### config.mk
export PLATFORM = sky130hd
export DESIGN_NAME = ram_sweep
export DESIGN_NICKNAME = d
export VERILOG_FILES = /design/src/rtl/ram_sweep.sv
export SDC_FILE = /design/constraint.sdc
export NUM_CORES = 1
export LEC_CHECK = 0
export CORE_UTILIZATION = 55
export CTS_CLUSTER_SIZE = 40
export DETAILED_ROUTE_END_ITERATION = 12
export GPL_TIMING_DRIVEN = 0
export PLACE_DENSITY_LB_ADDON = 0.25
export SYNTH_ARGS = -nofsm -noshare
export SYNTH_HDL_FRONTEND = slang
export SYNTH_SLANG_ARGS = --single-unit
### constraint.sdc
create_clock -name clk -period 5.2 [get_ports clk]
set_input_delay 1.04 -clock clk [delete_from_list [all_inputs] [get_ports clk]]
set_output_delay 1.04 -clock clk [all_outputs]
set_load 0.01 [all_outputs]
### src/rtl/ram_sweep.sv
// ram_sweep: parametrised scratch RAM with a registered read port, per-word
// valid bitmap, occupancy counter and a hardware clear sweep.
//
// Optional feature: define RAM_SWEEP_FWD_EN to forward same-cycle write data
// to a read of the same address; the default build returns the pre-write word.
//
// Ports:
//   clk, rst      rising-edge clock, asynchronous active-high reset
//   we, wa, wd    write port
//   re, ra        read request and address
//   rd, rvalid    registered read data and its one-cycle strobe
//   rhit          addressed word was written since the last clear/reset
//   clr           start clear sweep (level sampled each clock)
//   busy          clear sweep in progress
//   used          number of valid words, 0..DEPTH
module ram_sweep #(
    parameter int unsigned   DW      = 4,
    parameter int unsigned   AW      = 4,
    parameter logic [DW-1:0] CLR_VAL = '0
) (
    input  logic          clk,
    input  logic          rst,
    input  logic          we,
    input  logic [AW-1:0] wa,
    input  logic [DW-1:0] wd,
    input  logic          re,
    input  logic [AW-1:0] ra,
    output logic [DW-1:0] rd,
    output logic          rvalid,
    output logic          rhit,
    input  logic          clr,
    output logic          busy,
    output logic [AW:0]   used
);

    localparam int unsigned DEPTH = 2 ** AW;

`ifdef RAM_SWEEP_FWD_EN
    localparam bit FWD = 1'b1;
`else
    localparam bit FWD = 1'b0;
`endif

    localparam logic [0:0] S_IDLE  = 1'b0;
    localparam logic [0:0] S_CLEAR = 1'b1;

    logic [0:0]    state, state_nx;
    logic [AW-1:0] ptr, ptr_nx;
    logic [DW-1:0] mem [DEPTH];
    logic [DEPTH-1:0] vld;

    logic idle_c, wr_c, rdq_c, clr_go_c, fwd_c;

    // Port qualification: nothing is accepted while sweeping or when clr wins.
    always_comb begin
        idle_c   = (state == S_IDLE);
        clr_go_c = idle_c && clr;
        wr_c     = idle_c && we && !clr;
        rdq_c    = idle_c && re && !clr;
        fwd_c    = FWD && wr_c && (wa == ra);
    end

    // State register.
    always_ff @(posedge clk or posedge rst) begin
        if (rst) begin
            state <= S_IDLE;
            ptr   <= '0;
            busy  <= 1'b0;
        end else begin
            state <= state_nx;
            ptr   <= ptr_nx;
            busy  <= (state_nx == S_CLEAR);
        end
    end

    // Next-state logic; the sweep leaves CLEAR on the edge that writes the last word.
    always_comb begin
        state_nx = state;
        ptr_nx   = ptr;
        case (state)
            S_IDLE: begin
                if (clr) state_nx = S_CLEAR;
            end
            S_CLEAR: begin
                ptr_nx = ptr + AW'(1);
                if (ptr == AW'(DEPTH - 1)) state_nx = S_IDLE;
            end
            default: state_nx = S_IDLE;
        endcase
    end

    // Storage array, deliberately not reset.
    always_ff @(posedge clk) begin
        if (state == S_CLEAR) begin
            mem[ptr] <= CLR_VAL;
        end else if (wr_c) begin
            mem[wa] <= wd;
        end
    end

    // Valid bitmap and occupancy; each word counts once so used saturates at DEPTH.
    always_ff @(posedge clk or posedge rst) begin
        if (rst) begin
            vld  <= '0;
            used <= '0;
        end else if (clr_go_c) begin
            vld  <= '0;
            used <= '0;
        end else if (wr_c && !vld[wa]) begin
            vld[wa] <= 1'b1;
            used    <= used + (AW + 1)'(1);
        end
    end

    // Registered read; invalid words read as zero, outputs hold when idle.
    always_ff @(posedge clk or posedge rst) begin
        if (rst) begin
            rd     <= '0;
            rhit   <= 1'b0;
            rvalid <= 1'b0;
        end else begin
            rvalid <= rdq_c;
            if (rdq_c) begin
                if (fwd_c) begin
                    rd   <= wd;
                    rhit <= 1'b1;
                end else begin
                    rd   <= vld[ra] ? mem[ra] : '0;
                    rhit <= vld[ra];
                end
            end
        end
    end

endmodule

# Word-level counts from Yosys, hierarchy flattened
# Memories as Yosys holds them, arrays and structs flattened.
# Cells that the tools add are included.
[op_classes]
bitwise = 2
eq_ne = 1
addsub = 2
order_cmp = 3
reduce_logical = 11
mux = 22
[op_table]
columns = ["cell", "count"]
rows = [
  ["$mux W16", 2],
  ["$or A16 B16 Y16", 1],
  ["$mux W4", 3],
  ["$mux W1", 11],
  ["$lt A4 B5 Y1 const B", 2],
  ["$mux W5", 2],
  ["$bmux W1 S4", 2],
  ["$logic_and A1 B1 Y1", 7],
  ["$add A5 B1 Y5 const B", 1],
  ["$add A4 B1 Y4 const B", 1],
  ["$demux W1 S4", 1],
  ["$eq A4 B4 Y1 const B", 1],
  ["$ge A4 B1 Y1 const B", 1],
  ["$reduce_or A4 Y1", 1],
  ["$logic_not A1 Y1", 2],
  ["$pmux W1 S2", 1],
  ["$reduce_bool A2 Y1", 1],
  ["$not A1 Y1", 1],
]
[totals]
register_bits = 32
mem_bits_rw = 64
in_bits = 17
n_memories = 1
out_inout_bits = 12
[mem_list]
columns = ["memory", "words", "width", "rd", "rd_clocked_by_memory_dff", "write_ports", "line", "rtl"]
rows = [
  ["mem", 16, 4, 1, 0, 1, "49", "logic [DW-1:0] mem [DEPTH];"],
]

# Longest topological paths before layout
[depth]
word_depth = 8
depth_mapped = 8
ltp_nobuf = 5

# Least setup slack after synthesis
# Ideal clock, no wire load.
[synth_timing]
path_type = "input port to flip-flop"
startpoint = "input port ra[0]"
endpoint = "register rd[1]"
arrival_time_ns = 2.544
stages = 6
setup_slack_ns = 2.535
path_buffers = 2
required_ns = 5.079
path_cell_list = "buf_2 buf_4 mux4_2 a211oi_1 a21oi_1 a22o_1"
[synth_between]
elab_chain_cells = 3
[synth_rtl]
columns = ["element", "line", "rtl"]
rows = [
  ["start: declaration", "27", "input logic [AW-1:0] ra,"],
  ["$bmux W1 S4", "128", "rd <= vld[ra] ? mem[ra] : '0;"],
  ["$mux W1 (implied by the code)", "128", ""],
  ["$mux W4 (*)", "128", ""],
  ["end signal: assignment", "125", "rd <= wd;"],
  ["end signal: assignment", "128", ""],
  ["end: declaration", "28", "output logic [DW-1:0] rd,"],
]
# Every way passes the cells marked *; elsewhere a longest branch is shown, timed or not. The select of a mux whose other input is x is not followed.
# A chain may end at the register's enable or synchronous reset.

# Worst setup path in the final report
[layout_timing]
startpoint = "input port clr"
endpoint = "memory mem[11][1], enable pin"
[layout_between]
elab_chain_cells = 7
[layout_rtl]
columns = ["element", "line", "rtl"]
rows = [
  ["start: declaration", "31", "input logic clr,"],
  ["$logic_not A1 Y1 (*)", "58", "wr_c = idle_c && we && !clr;"],
  ["$logic_and A1 B1 Y1 (*)", "58", ""],
  ["$mux W1 (*)", "96", "end else if (wr_c) begin"],
  ["$mux W1 (*)", "94", "if (state == S_CLEAR) begin"],
  ["$mux W1 (implied by the code) (*)", "97", "mem[wa] <= wd;"],
  ["$reduce_or A4 Y1 (no source line)", "--", ""],
  ["$mux W4 (no source line) / $mux W1 (equally long branches)", "--", ""],
  ["end: declaration", "49", ""],
]
# Every way passes the cells marked *; elsewhere a longest branch is shown, timed or not.

==> impl_metrics.tcl <==
set metrics [dict create \
    synth_flop_cell "edfxtp_1" \
    worst_slew_pin_slew_ns 1.20 \
    hold_depth 1 \
    worstReg2RegStart "state" \
    synthesis.area_mm2 0.00420 \
    drive_gt1_share_pct 14.8 \
    async_flop_share_pct 33.3 \
    cts-buffers-inserted 9 \
    wl_mm 8.21 \
    stdcell_count 410 \
    synth.area.top_cells "edfxtp_1 46%, dfrtp_1 19%, mux4_2 11%, mux2i_1 2.9%, nor2_1 2.4%" \
    cts_setup_buffers 0 \
    p_per_area_mw_per_mm2 436 \
    ys_ff_latch 96 \
    finalHoldViolations 0 \
    r2r-end "mem[11][1]" \
    grt-ovfl-total 0 \
    final_common_cell "edfxtp_1" \
    cts-resized-gates 0 \
    antenna_found_initial 0 \
    clk_pin_slew_ns 0.09 \
    yosysTopAreaCellShare_pct 45.8 \
    dr.first_iter.drc_count 355 \
    post-route-period-util_pct 61.8 \
    hold_path.class "register to register" \
    ir_worst_vdd_mv 0.294 \
    hold_ws_ns 0.475 \
    final_cell_mix "64 x edfxtp_1, 32 x dfrtp_1, 27 x nor2_1" \
    cts_htree_levels 3 \
    yosysSeqAreaShare_pct 64.9 \
    worst-setup-path-type "input pin to register" \
    clock_skew_ns 0.00959 \
    cap_violations 0 \
    report.final.slew_viol_count 0 \
    vias 2504 \
    worstPathMaxFanout 5 \
    status "complete, no violations" \
    setup.worst_path.end_class "register" \
    yosys_warnings 0 \
    gp_congestion 0.856 \
    dieHeight_um 89.4 \
    reg2reg_depth 5 \
    cp-start-kind "input pin" \
    grt_first_pass_wirelength_mm 12.9 \
    ys_types 41 \
    coreArea_mm2 0.00733 \
    rsz0062_at_grt "no" \
    post-dp-hpwl_mm 5.73 \
    drc 0 \
    fp.dieW_um 89.4 \
    grt_usage_pct 23.2 \
    viasPerCell 6.11 \
    max_freq_mhz 311 \
    synthesis.instances 271 \
    wl_per_cell_um 20.0 \
    cp.required_ns 5.21 \
    slew_headroom_pct 20.0 \
    fp-row-count 31 \
    clock-sinks 96 \
    hp-start "used[4]" \
    yosysTopAreaCell "edfxtp_1" \
    drtPass1Iterations 4 \
    grt_max_degree 33 \
    postSynthAreaPerCell_um2 15.5 \
    min_to "used[4]" \
    die_area_mm2 0.00799 \
    placed_cells 394 \
    clockRootBuffer "clkbuf_8" \
    arrival_ns 3.22 \
    grt_pass1_vias 2453 \
    setup_violations 0 \
    syn-num-nets 290 \
    syn_to_final_growth_pct 13.7 \
    port_buffers 24 \
    cts_tree "done" \
    clockBufferDepth 2 \
    worst-r2r-setup-slack_ns 2.70 \
    start_util_pct 57.3 \
    route.antenna.remaining_nets 0 \
    setup-tns-final_ns 0 \
    power.leakage_nw 1.75 \
    final.min_clock_period_ns 3.21 \
    worstSkewPairLatency_ns 0.36 \
    antenna_cells 0 \
    io_pins 29 \
    cts-hold-fix-buffers 0 \
    num-nets-final 325 \
    synth_edf_count 64 \
]
## synth_stat cells (4+ instances only)
library cell,instances
a211oi_1,4
a21oi_1,15
a22o_1,4
a32o_1,9
and2_1,6
clkbuf_1,6
dfrtp_1,32
edfxtp_1,64
mux2i_1,12
mux4_2,20
nand2_1,12
nand3_1,5
nor2_1,27
nor2b_1,8
nor3b_1,4
## routing by layer
metal / part of all wire [%] / vias up / track usage (%)
met1: 45 / 1258 / 33.2
met2: 47 / 111 / 35.2
met5: 0 / - / 0
met3: 5.7 / 12 / 4.80
li1: - / 1123 / -
met4: 1.8 / 0 / 9.81
## critical path: stages
cell and delay (ns):
clkdlybuf4s50_1 0.44, nor2_1 0.38, nand2_1 0.16, nor3b_1 0.53
a31oi_1 0.22, nor2_1 0.45
## worst max-delay path by stage
stage          slack [ns]          to  depth (start not counted)  startpoint
2_1_floorplan        2.54       rd[1]                          6       ra[0]
3_3_place_gp         1.69  mem[10][1]                          6         clr
3_5_place_dp         1.66  mem[10][1]                          6         clr
4_1_cts              2.04  mem[10][1]                          6         clr
5_1_grt              1.79  mem[10][3]                          6         clr
6_report             1.99  mem[11][1]                          6         clr
## cells by family (layout without fill, tap and decap cells)
group | Yosys count | count (layout) | share of synthesized area, %
DFF | 96 | 96 | 64.9
buffers and inverters | 17 | 57 | 2.24
adders and majority gates | 2 | 2 | 0.596
muxes | 37 | 37 | 15.6
AOI/OAI and AO/OA | 42 | 42 | 7.24
xor gates and xnor gates | 3 | 3 | 0.626
and+or+nand+nor | 74 | 74 | 8.79
## final cells by class
| type | count | area (um2) |
|---|---|---|
| plain buffers | 14 | 82.6 |
| clock buffers | 10 | 128 |
| clock inverters | 6 | 83.8 |
| fillers | 505 | 2560 |
| inverters | 3 | 11.3 |
| multi-input cells | 158 | 1380 |
| flip-flops and latches | 96 | 2720 |
| well taps | 99 | 124 |
| repair buffers | 24 | 240 |
## registers in the layout, summed over array words and instances (netlist names)
name    count
mem        64
vld        16
used        5
ptr         4
rd          4
rhit        1
rvalid      1
state       1
## metrics by stage
stage,util [%],instance area (um2),setup WS [ns],total power (W)
floorplan,-,4200,2.54,0.00141
global placement,62.2,4560,1.69,0.00156
detailed placement,62.2,4560,1.66,0.00158
CTS,65.1,4770,2.04,0.00209
global route,65.1,4770,1.79,0.00218
finish,65.1,4770,1.99,0.00208
## power breakdown
| group | total, W | switching, W | internal (W) |
|---|---|---|---|
| clock | 0.000517 | 0.000249 | 0.000269 |
| sequential | 0.00109 | 0.0000873 | 0.00100 |
| combinational | 0.000474 | 0.000266 | 0.000207 |
| total | 0.00208 | 0.000602 | 0.00148 |
Power figures use the tool's default switching activity.
